$ cat src/rtl/cpu_run_controller.sv
// Bring-up sequencer: holds the CPU in reset, runs it for a fixed budget,
// injects interrupt pulses on request and traces OUT-port changes with the PC.
module cpu_run_controller #(
   parameter int DATA_W       = 8,
   parameter int PC_W         = 8,
   parameter int RESET_CYCLES = 3,
   parameter int RUN_CYCLES   = 30,
   parameter int INTR_PULSE   = 1,
   parameter int TRACE_DEPTH  = 16,
   parameter int CNT_W        = 16
) (
   input  logic                           clk,
   input  logic                           reset,
   input  logic                           start,
   input  logic                           intr_req,
   input  logic [PC_W-1:0]                cpu_pc,
   input  logic [DATA_W-1:0]              cpu_out,
   output logic                           cpu_reset,
   output logic                           cpu_interrupt,
   input  logic                           trace_rd,
   output logic                           trace_valid,
   output logic [PC_W+DATA_W-1:0]         trace_data,
   output logic [$clog2(TRACE_DEPTH):0]   trace_count,
   output logic                           trace_overflow,
   output logic                           busy,
   output logic                           done,
   output logic [CNT_W-1:0]               cycle_count
);
   localparam int AW = $clog2(TRACE_DEPTH);
   localparam int CW = AW + 1;
   localparam int HW = $clog2(RESET_CYCLES + 1);
   localparam int IW = $clog2(INTR_PULSE + 1);
   localparam int EW = PC_W + DATA_W;

   typedef enum logic [1:0] {IDLE, RESET_HOLD, RUN, DONE} state_t;

   state_t            state_q, state_d;
   logic [HW-1:0]     hold_q, hold_d;
   logic [IW-1:0]     ipls_q, ipls_d;
   logic              intr_q, intr_d;
   logic              cpu_reset_q, cpu_reset_d;
   logic              busy_q, busy_d;
   logic              done_q, done_d;
   logic [CNT_W-1:0]  cnt_q, cnt_d;
   logic [DATA_W-1:0] prev_out_q, prev_out_d;
   logic [AW-1:0]     rd_ptr_q, rd_ptr_d, wr_ptr_q, wr_ptr_d;
   logic [CW-1:0]     count_q, count_d;
   logic              ovf_q, ovf_d;
   logic [EW-1:0]     mem_q [TRACE_DEPTH];
   logic              clear, wr_req, do_rd, do_wr;

   always_comb begin
      state_d    = state_q;
      hold_d     = hold_q;
      ipls_d     = ipls_q;
      intr_d     = intr_q;
      cnt_d      = cnt_q;
      prev_out_d = cpu_out;
      rd_ptr_d   = rd_ptr_q;
      wr_ptr_d   = wr_ptr_q;
      count_d    = count_q;
      ovf_d      = ovf_q;
      clear      = 1'b0;

      case (state_q)
         IDLE, DONE: begin
            if (start) begin
               state_d = RESET_HOLD;
               hold_d  = '0;
               clear   = 1'b1;
            end
         end
         RESET_HOLD: begin
            if (hold_q == HW'(RESET_CYCLES - 1)) state_d = RUN;
            else                                 hold_d  = hold_q + HW'(1);
         end
         RUN: begin
            cnt_d = cnt_q + CNT_W'(1);
            if (cnt_q == CNT_W'(RUN_CYCLES - 1)) state_d = DONE;
         end
         default: state_d = IDLE;
      endcase

      // Pulse only survives while staying in RUN; leaving RUN truncates it.
      if (state_q != RUN || state_d != RUN) begin
         intr_d = 1'b0;
         ipls_d = '0;
      end else if (intr_q) begin
         if (ipls_q == '0) intr_d = 1'b0;
         else              ipls_d = ipls_q - IW'(1);
      end else if (intr_req) begin
         intr_d = 1'b1;
         ipls_d = IW'(INTR_PULSE - 1);
      end

      wr_req = (state_q == RUN) && ((cnt_q == '0) || (cpu_out != prev_out_q));
      do_rd  = trace_rd && (count_q != '0);
      do_wr  = wr_req && ((count_q != CW'(TRACE_DEPTH)) || do_rd);
      if (do_rd) rd_ptr_d = rd_ptr_q + AW'(1);
      if (do_wr) wr_ptr_d = wr_ptr_q + AW'(1);
      count_d = count_q + CW'(do_wr) - CW'(do_rd);
      ovf_d   = ovf_q | (wr_req & ~do_wr);

      if (clear) begin
         cnt_d    = '0;
         rd_ptr_d = '0;
         wr_ptr_d = '0;
         count_d  = '0;
         ovf_d    = 1'b0;
      end

      cpu_reset_d = (state_d != RUN);
      busy_d      = (state_d == RESET_HOLD) || (state_d == RUN);
      done_d      = (state_d == DONE);
   end

   always_ff @(posedge clk) begin
      if (reset) begin
         state_q     <= IDLE;
         hold_q      <= '0;
         ipls_q      <= '0;
         intr_q      <= 1'b0;
         cpu_reset_q <= 1'b1;
         busy_q      <= 1'b0;
         done_q      <= 1'b0;
         cnt_q       <= '0;
         prev_out_q  <= '0;
         rd_ptr_q    <= '0;
         wr_ptr_q    <= '0;
         count_q     <= '0;
         ovf_q       <= 1'b0;
      end else begin
         state_q     <= state_d;
         hold_q      <= hold_d;
         ipls_q      <= ipls_d;
         intr_q      <= intr_d;
         cpu_reset_q <= cpu_reset_d;
         busy_q      <= busy_d;
         done_q      <= done_d;
         cnt_q       <= cnt_d;
         prev_out_q  <= prev_out_d;
         rd_ptr_q    <= rd_ptr_d;
         wr_ptr_q    <= wr_ptr_d;
         count_q     <= count_d;
         ovf_q       <= ovf_d;
      end
   end

   always_ff @(posedge clk) begin
      if (!reset && do_wr) mem_q[wr_ptr_q] <= {cpu_pc, cpu_out};
   end

   assign cpu_reset      = cpu_reset_q;
   assign cpu_interrupt  = intr_q;
   assign trace_valid    = (count_q != '0);
   assign trace_data     = mem_q[rd_ptr_q];
   assign trace_count    = count_q;
   assign trace_overflow = ovf_q;
   assign busy           = busy_q;
   assign done           = done_q;
   assign cycle_count    = cnt_q;
endmodule

$ cat config.mk
export PLATFORM = sky130hd
export DESIGN_NAME = cpu_run_controller
export DESIGN_NICKNAME = d
export VERILOG_FILES = /design/src/rtl/cpu_run_controller.sv
export SDC_FILE = /design/constraint.sdc
export NUM_CORES = 1
export LEC_CHECK = 0
export BUFFER_PORTS_ARGS = -buffer_cell sky130_fd_sc_hd__buf_4
export CAP_MARGIN = 20
export CORE_ASPECT_RATIO = 0.5
export CORE_UTILIZATION = 35
export DETAILED_ROUTE_END_ITERATION = 10
export PLACE_DENSITY = 0.57
export SYNTH_ARGS = -nofsm -noshare
export SYNTH_HDL_FRONTEND = slang
export SYNTH_SLANG_ARGS = --single-unit
$ cat constraint.sdc
create_clock -name clk -period 6.7 [get_ports clk]
set_input_delay 0.335 -clock clk [delete_from_list [all_inputs] [get_ports clk]]
set_output_delay 0.335 -clock clk [all_outputs]
set_load 0.05 [all_outputs]
==> out/results.txt, run 1 <==
P_sw: 1030 uW
Synth area leaders: edfxtp_1 (63%), dfxtp_1 (8.2%), mux4_2 (8.1%)
CTS Sinks: 306
Die area: 35700 um^2
Largest net degree at the start of global routing: 65
Buffer depth of the longest clock path: 3
Number of global-route vias before repair: 6201
Synth Area per Inst: 19.3 um^2
Yosys warns: 0
Slew at the pin with the worst max-slew slack: 936 ps
Final WS setup: 3070 ps
Synth top area share: 0.628
Worst setup path class: flop to output pin
Final hold vios: 0
Max-cap viol count: 0
Sw frac: 0.242
FF+latch count, synth: 306
Peak fanout along the critical path: 44
Total Power: 4240 uW
Gate power share: 0.127
Fraction of layout cells with a size suffix above 1: 0.252
IO Pins: 64
Root Driver: clkbuf_16
1st-pass router iterations: 4
CP endpoint kind: output pin
First-pass GRT wire length: 38500 um
Total negative slack: 0 ps
Port bufs: 63
Cell internal pwr: 3210 uW
Antenna fix cells: 0
Commonest cells in the netlist: edfxtp_1 (256), dfxtp_1 (50), mux4_2 (44), mux4_1 (36), nor2_1 (35)
Clock skew: 13.5 ps
Maximum vdd drop: 0.330 mV
CTS tree: done
Sequential-to-total area share from yosys stat: 0.710
WP data arrival: 3290 ps
Ys flop type: edfxtp_1
Pwr Density: 297 nW/um^2
Post-cts resize count: 0
Worst min path class: input port to flop
Post-route cell area: 14300 um^2
Clock slew at reported path FFs: 60 ps
Post-CTS Setup Bufs: 0
# rows: 47
Slew Limit Headroom: 0.376
Placed wire-length estimate: 13800 um
Synth cell types: 40
Fmax: 0.276 GHz
Async SR Flop Fraction: 0
GP Congestion: 0.713
Leakage power: 0.00468 uW
Final setup fails: 0
Total Wirelength: 25500 um
Core Area: 33700 um^2
Drt drc: 0
Flop pwr share: 0.498
Die height: 134 um
ANT nets after route: 0
Worst Path Required: 6360 ps
GRT overflow: 0
RR Startpoint: cycle_count[7]
WL per Instance: 21.1 um
GRT Util Overall: 0.146
Initial Utilization: 0.363
Most frequent cell after synthesis: edfxtp_1
Clock power share: 0.376
Synthesized area: 12200 um^2
Period minus WS final: 3630 ps
Cell accounting for the most synthesized area: edfxtp_1
Syn-to-layout area delta: 16.7%
Worst slack at placement: 3270 ps
Via density: 5.02
Initial DRC Count: 447
Htree depth: 1
Clk_lat worst skew: 560 ps
Nets@finish: 761
Max Slew Vio Count: 0
Vias: 6054
RSZ-0062 raised after global routing: false
Synth Instances: 633
Placed Instance Area: 13300 um^2
Status: finished clean
Hold Startpoint: intr_req
Initial antenna violation count: 0
Number of synthesized flops with an enable pin: 256
Die W: 266 um
Final worst-path cycle share: 0.541
Clock buffer count from CTS: 29
Syn Nets: 675
Hold buffers post-CTS: 0
Crit path launch type: flop
Fillers: 2922
-- sequential cells by signal (all words and copies together) (netlist names), named ones only --
signal / cells
trace_overflow: 1
state_q: 2
wr_ptr_q: 4
hold_q: 2
busy: 1
cpu_reset: 1
done: 1
cpu_interrupt: 1
mem_q: 256
cycle_count: 16
trace_count: 5
prev_out_q: 8
rd_ptr_q: 4
-- power by group through the flow --
stage | sequential [uW] | clock (uW) | combinational [uW]
3_3_place_gp | 2150 | 0 | 540
5_1_grt | 2110 | 1710 | 582
2_1_floorplan | 2160 | 0 | 411
3_5_place_dp | 2150 | 0 | 545
6_report | 2110 | 1590 | 537
4_1_cts | 2110 | 1630 | 547
-- metal layers --
layer  vias to the layer above  GRT usage  wire, um  share of wire
met2                       142      0.231     12000           0.47
li1                       2714          -         -              -
met3                        35     0.0252      1280          0.050
met5                         -          0         0              0
met4                         0     0.0361       478          0.019
met1                      3163      0.210     11800           0.46
-- cell usage in the layout, fill, tap and decap left out, drive strengths merged, types with 2 or more instances in the layout --
master / count
nand4: 7
nand2b: 10
nand3: 8
nor4: 8
o21ai: 6
or3: 2
ha: 20
and3: 7
inv: 16
xnor2: 8
edfxtp: 256
clkbuf: 36
clkinv: 12
a21oi: 8
xor2: 20
dfxtp: 50
and2: 4
mux2i: 6
a21o: 3
nand2: 16
bufinv: 2
buf: 83
nor2b: 11
nor2: 35
mux4: 80
nor3: 17
-- final timing paths --
kind,end,slack (ps),depth (start not counted)
max,trace_data[10],3070,4
min,cpu_interrupt,30,3
max reg2reg,trace_count[4],3380,12
min reg2reg,cpu_interrupt,420,1
-- cell families after synthesis --
kind of cell	count (synthesis)	share of synthesized area
mux	86	0.163
flops	306	0.710
xor+xnor	28	0.0200
fa+ha+maj	21	0.0221
compound gates	21	0.0100
buf+inv	41	0.0187
simple gates	130	0.0556
-- final cells by class --
cell class              count  area [um^2]  area share
clock buffers              36          762      0.0534
repair buffers             83          623      0.0437
flip-flops and latches    306         8690       0.609
inverters                  13         48.8     0.00342
well taps                 465          582      0.0408
multi-input cells         286         3400       0.238
clock inverters            18          160      0.0112
-- critical path, cell delays in order, from the launching register on --
cell	delay (ps)
dfxtp_4	590
buf_4	740
mux4_1	650
mux4_2	510
buf_4	210
-- through the flow --
stage	cells	hold WS, ps	util
after detailed placement	1153	415	0.396
final	1207	25.7	0.423
after floorplan	633	434	-
after global routing	1207	12.2	0.423
after CTS	1207	0.105	0.423
after global placement	1153	409	0.396
Note: power is estimated with default switching activity, not from simulation.
==> run 2, diff against run 1 <==
PLACE_DENSITY = 0.58   (was 0.57)
clock period = 2.9 ns   (was 6.7 ns; I/O delays follow)
==> run 2 against run 1 <==
Net effect:
- final cell count increased by 3.6%
- worst hold slack improved by 37 ps
- design area increased by 3.9%
- critical path depth unchanged
- clock skew decreased by 3.5 ps
- power increased by 130%
- utilization increased by 1.7 points
- clock power increased by 120%
- largest cell class unchanged
==> out/results.txt, run 2 (synthesized netlist as in run 1, its figures left out) <==
Status: finished clean
First-pass GRT wire length: 38900 um
Period minus WS final: 2790 ps
Max FFs per register: 256
WP data arrival: 2650 ps
Worst Path Required: 2760 ps
Number of global-route vias before repair: 6416
Placed Instance Area: 13700 um^2
Placed wire-length estimate: 14600 um
GP Congestion: 0.743
FF+latch area: 8710 um^2
Htree depth: 1
Fillers: 2919
Final WS setup: 108 ps
Syn-to-layout area delta: 21.2%
Total Power: 9770 uW
CTS Sinks: 306
# rows: 47
Crit path max-delay cell type: mux4_1
WL per Instance: 20.6 um
Largest delay contributor family on the critical path: multiplexers
Clock slew at reported path FFs: 60 ps
Port bufs: 63
Drt drc: 0
Worst min path class: input port to flop
Worst Path Buf+Inv: 2
Clock buffer count from CTS: 29
Clk_lat worst skew: 560 ps
Fmax: 0.358 GHz
Final core utilization: 0.440
Total Wirelength: 25800 um
Slew Limit Headroom: 0.416
Post-route cell area: 14800 um^2
Worst setup path class: flop to output pin
CP peak stage delay: 590 ps
Via density: 5.01
Die area: 35700 um^2
Final worst-path cycle share: 0.963
Worst slack at placement: -45.8 ps
1st-pass router iterations: 5
Root Driver: clkbuf_16
Buffer depth of the longest clock path: 3
Max-cap viol count: 0
Biggest register: mem_q
CP endpoint kind: output pin
GRT overflow: 0
Die height: 134 um
Commonest non-fill, non-tap cell in the layout: edfxtp_1
CTS tree: done
Most frequent cells in the layout: edfxtp_1 (256), buf_4 (99), mux4_2 (44)
Peak fanout along the critical path: 12
Initial Utilization: 0.363
ANT nets after route: 0
Final hold vios: 0
Crit path launch type: flop
IO Pins: 64
Die W: 266 um
Clock skew: 10.0 ps
Cells after DPL: 1177
Max Slew Vio Count: 0
GRT Util Overall: 0.146
Leakage power: 0.00497 uW
Slew at the pin with the worst max-slew slack: 872 ps
Crit path cell chain: buf_4 -> mux4_1 -> mux4_2 -> buf_4
Maximum vdd drop: 0.408 mV
Final setup fails: 0
Nets@finish: 806
Worst path most repeated cell: buf_4
Area of the multi-input gates: 3490 um^2
Core Area: 33700 um^2
Vias: 6272
Largest net degree at the start of global routing: 65
Pwr Density: 659 nW/um^2
Initial DRC Count: 435
Fraction of layout cells with a size suffix above 1: 0.295
Antenna fix cells: 0
Non-filler instance count after layout: 1251
Initial antenna violation count: 0
[run 2: changes by cell type in the layout (fill, tap and decap cells not counted), sizes merged]
cell,change
bufinv,-2
buf,+27
inv,-1
clkinvlp,-1
dlygate4sd3,+18
clkbuf,+3
[run 2: routing by layer]
| metal | up-vias | track usage | share of wire |
|---|---|---|---|
| li1 | 2817 | - | - |
| met4 | 0 | 0.0300 | 0.016 |
| met3 | 37 | 0.0285 | 0.055 |
| met5 | - | 0 | 0 |
| met1 | 3271 | 0.210 | 0.46 |
| met2 | 147 | 0.232 | 0.47 |
[run 2: final timing paths]
kind	startpoint	to	slack, ps	depth (start not counted)
worst min-delay path	cpu_out[6]	mem_q[4][6]	60	2
worst min register to register	cpu_interrupt	cpu_interrupt	430	1
worst max-delay path	flop	trace_data[4]	110	4
worst max register to register	trace_count[3]	trace_count[4]	160	12
[run 2: area by class of cell]
class,count,area share
sequential,306,0.587
clock inverter,14,0.00557
inverter,13,0.00363
clock buffer,39,0.0521
multi-input combinational,286,0.235
tap,465,0.0392
timing repair buffer,128,0.0768
[run 2: power by group]
part	leakage [uW]	switching [uW]	internal (uW)
combinational	0.00183	738	678
clock	0.000425	1600	1880
sequential	0.00271	70.3	4810
total	0.00497	2410	7360
[run 2: worst reg2reg max path, delay by kind of cell, from the launching register on]
kind                       cells  cell delay [ps]
AOI/OAI and AO/OA              2              250
adders and majority gates      4              950
buffers and inverters          2               90
DFF                            1              360
and+or+nand+nor                4             1020
[run 2: through the flow]
stage | hold slack [ps] | TNS (ps)
after floorplan | 244 | -33140
after global placement | 423 | 0
after detailed placement | 427 | -45.8
after CTS | 26.2 | 0
after global routing | 44.4 | -31.0
final | 62.8 | 0
[run 2: what timing repair did]
| item | in CTS | in global routing |
|---|---|---|
| endpoints found under the setup margin | 7 | 1 |
| pin swaps | 0 | 2 |
| buffers inserted | 1 | 2 |
| endpoints found under the hold margin | 246 | 0 |
| gates resized for setup | 1 | 3 |
| hold buffers | 18 | 0 |
==> run 3, diff against run 2 <==
CORE_ASPECT_RATIO = 0.8   (was 0.5)
==> run 3 against run 2 <==
Net effect:
- routed wire length is 2.3% higher
- final cell count fell by 0.64%
- largest cell class unchanged
- worst setup slack gained 38 ps
- die area fell by 0.11%
- highest routed layer unchanged
- worst hold slack worse by 30 ps
- largest power group unchanged
- clock skew increased by 11 ps
- sequential power about the same
- global-route usage grew 0.19 points
- fmax increased by 1.4%
- combinational power hardly changed
- critical path depth is 8 higher
==> out/results.txt, run 3 (synthesized netlist as in run 1, its figures left out) <==
RR Endpoint: trace_count[4]
Reg2Reg Depth: 12
Clock buffer count from CTS: 31
Placed wire-length estimate: 14700 um
First-pass GRT wire length: 39400 um
# rows: 60
Clk_lat worst skew: 560 ps
Initial Utilization: 0.360
Hold_ws: 32.6 ps
Drt drc: 0
CP endpoint kind: flop
Final hold vios: 0
Core Area: 34000 um^2
IO Pins: 64
Placed Instance Area: 13500 um^2
Hold Startpoint: start
GRT overflow: 0
Slew at the pin with the worst max-slew slack: 857 ps
ANT nets after route: 0
Most frequent cells in the layout: edfxtp_1 (256), buf_4 (94), mux4_2 (44)
CP startpoint: trace_count[3]
Die area: 35700 um^2
Final WS setup: 146 ps
RSZ-0062 raised after global routing: false
Fraction of layout cells with a size suffix above 1: 0.294
Leakage power: 0.00491 uW
Nets@finish: 795
Worst Path Required: 3390 ps
Initial DRC Count: 415
Status: finished clean
Max Slew Vio Count: 0
CTS Sinks: 306
Via density: 4.96
Buffer depth of the longest clock path: 3
WL per Instance: 21.3 um
CTS tree: done
Worst setup path class: flop to flop
Initial antenna violation count: 0
Antenna fix cells: 0
Maximum vdd drop: 0.456 mV
GP Congestion: 0.749
Clock slew at reported path FFs: 60 ps
Worst slack at placement: -62.0 ps
Worst min path class: input port to flop
Peak fanout along the critical path: 5
Max FFs per register: 256
Die W: 211 um
Max-cap viol count: 0
Slew Limit Headroom: 0.429
Worst hold stages: 5
Final worst-path cycle share: 0.950
Root Driver: clkbuf_16
Syn-to-layout area delta: 20.9%
Commonest non-fill, non-tap cell in the layout: edfxtp_1
Clock skew: 20.6 ps
Port bufs: 63
1st-pass router iterations: 4
WP data arrival: 3250 ps
Die height: 169 um
Final setup fails: 0
Total Wirelength: 26400 um
Fmax: 0.363 GHz
Vias: 6170
Pwr Density: 690 nW/um^2
Biggest register: mem_q
Hold Path End: hold_q[1]
Total negative slack: 0 ps
Htree depth: 1
Crit path launch type: flop
R2R setup slack: 150 ps
Post-route cell area: 14800 um^2
GRT Util Overall: 0.148
Period minus WS final: 2750 ps
Number of global-route vias before repair: 6402
Largest net degree at the start of global routing: 65
RR Startpoint: trace_count[3]
-- run 3: cell count changes in the layout (fill, tap and decap cells not counted), moves of 2 or more --
cell       change
buf_12         -9
buf_4          -5
bufinv_16      +3
clkbuf_16      +3
clkbuf_8       +2
nor3_2         +3
nor3_4         -3
-- run 3: routing by layer --
| metal | vias up | track usage | wire [um] |
|---|---|---|---|
| met4 | 0 | 0.0337 | 302 |
| met1 | 3216 | 0.203 | 11500 |
| met5 | - | 0 | 0 |
| li1 | 2795 | - | - |
| met3 | 24 | 0.0237 | 1490 |
| met2 | 135 | 0.249 | 13100 |
-- run 3: worst max-delay path, cell delays in order, from the launching register on --
cell and delay [ps]:
dfxtp_4 360, inv_4 60, ha_4 130, or4b_4 450, and2_4 180, ha_4 260
inv_1 30, ha_2 170, fa_2 360, a21oi_2 140, nor2_1 50, or3_1 350
a21oi_2 120
-- run 3: stage by stage --
stage / utilization / cells / total power (uW)
2_1_floorplan: - / 633 / 6030
3_3_place_gp: 0.398 / 1166 / 6280
3_5_place_dp: 0.398 / 1166 / 6330
4_1_cts: 0.433 / 1242 / 10300
5_1_grt: 0.435 / 1243 / 10600
6_report: 0.435 / 1243 / 10200
-- run 3: area by class of cell --
class	count	area, um^2
clock inverter	16	156
sequential	306	8710
multi-input combinational	286	3480
tap	465	582
clock buffer	42	847
timing repair buffer	115	958
fill	2918	19200
inverter	13	53.8
-- run 3: worst max path at each step --
stage                           to  slack (ps)  depth (start not counted)
CTS                 trace_data[15]           7                          4
finish              trace_count[4]         150                         12
floorplan              mem_q[0][0]        -490                          5
detailed placement  trace_count[4]         -60                         14
global route        trace_count[4]          20                         14
global placement    trace_count[4]          80                         14
-- run 3: where the power goes --
group          leakage (uW)  total (uW)  internal [uW]  switching, uW
sequential          0.00271        4860           4810           52.1
combinational       0.00171        1430            658            770
clock              0.000494        3910           2300           1600
total               0.00491       10200           7770           2430
-- run 3: repair_timing --
item	CTS	global route
cloned	0	1
hold endpoints to repair	272	0
endpoints found under the setup margin	3	10
pin swaps	0	2
buffers inserted	0	0
resized for setup	3	5
hold buffers	18	0
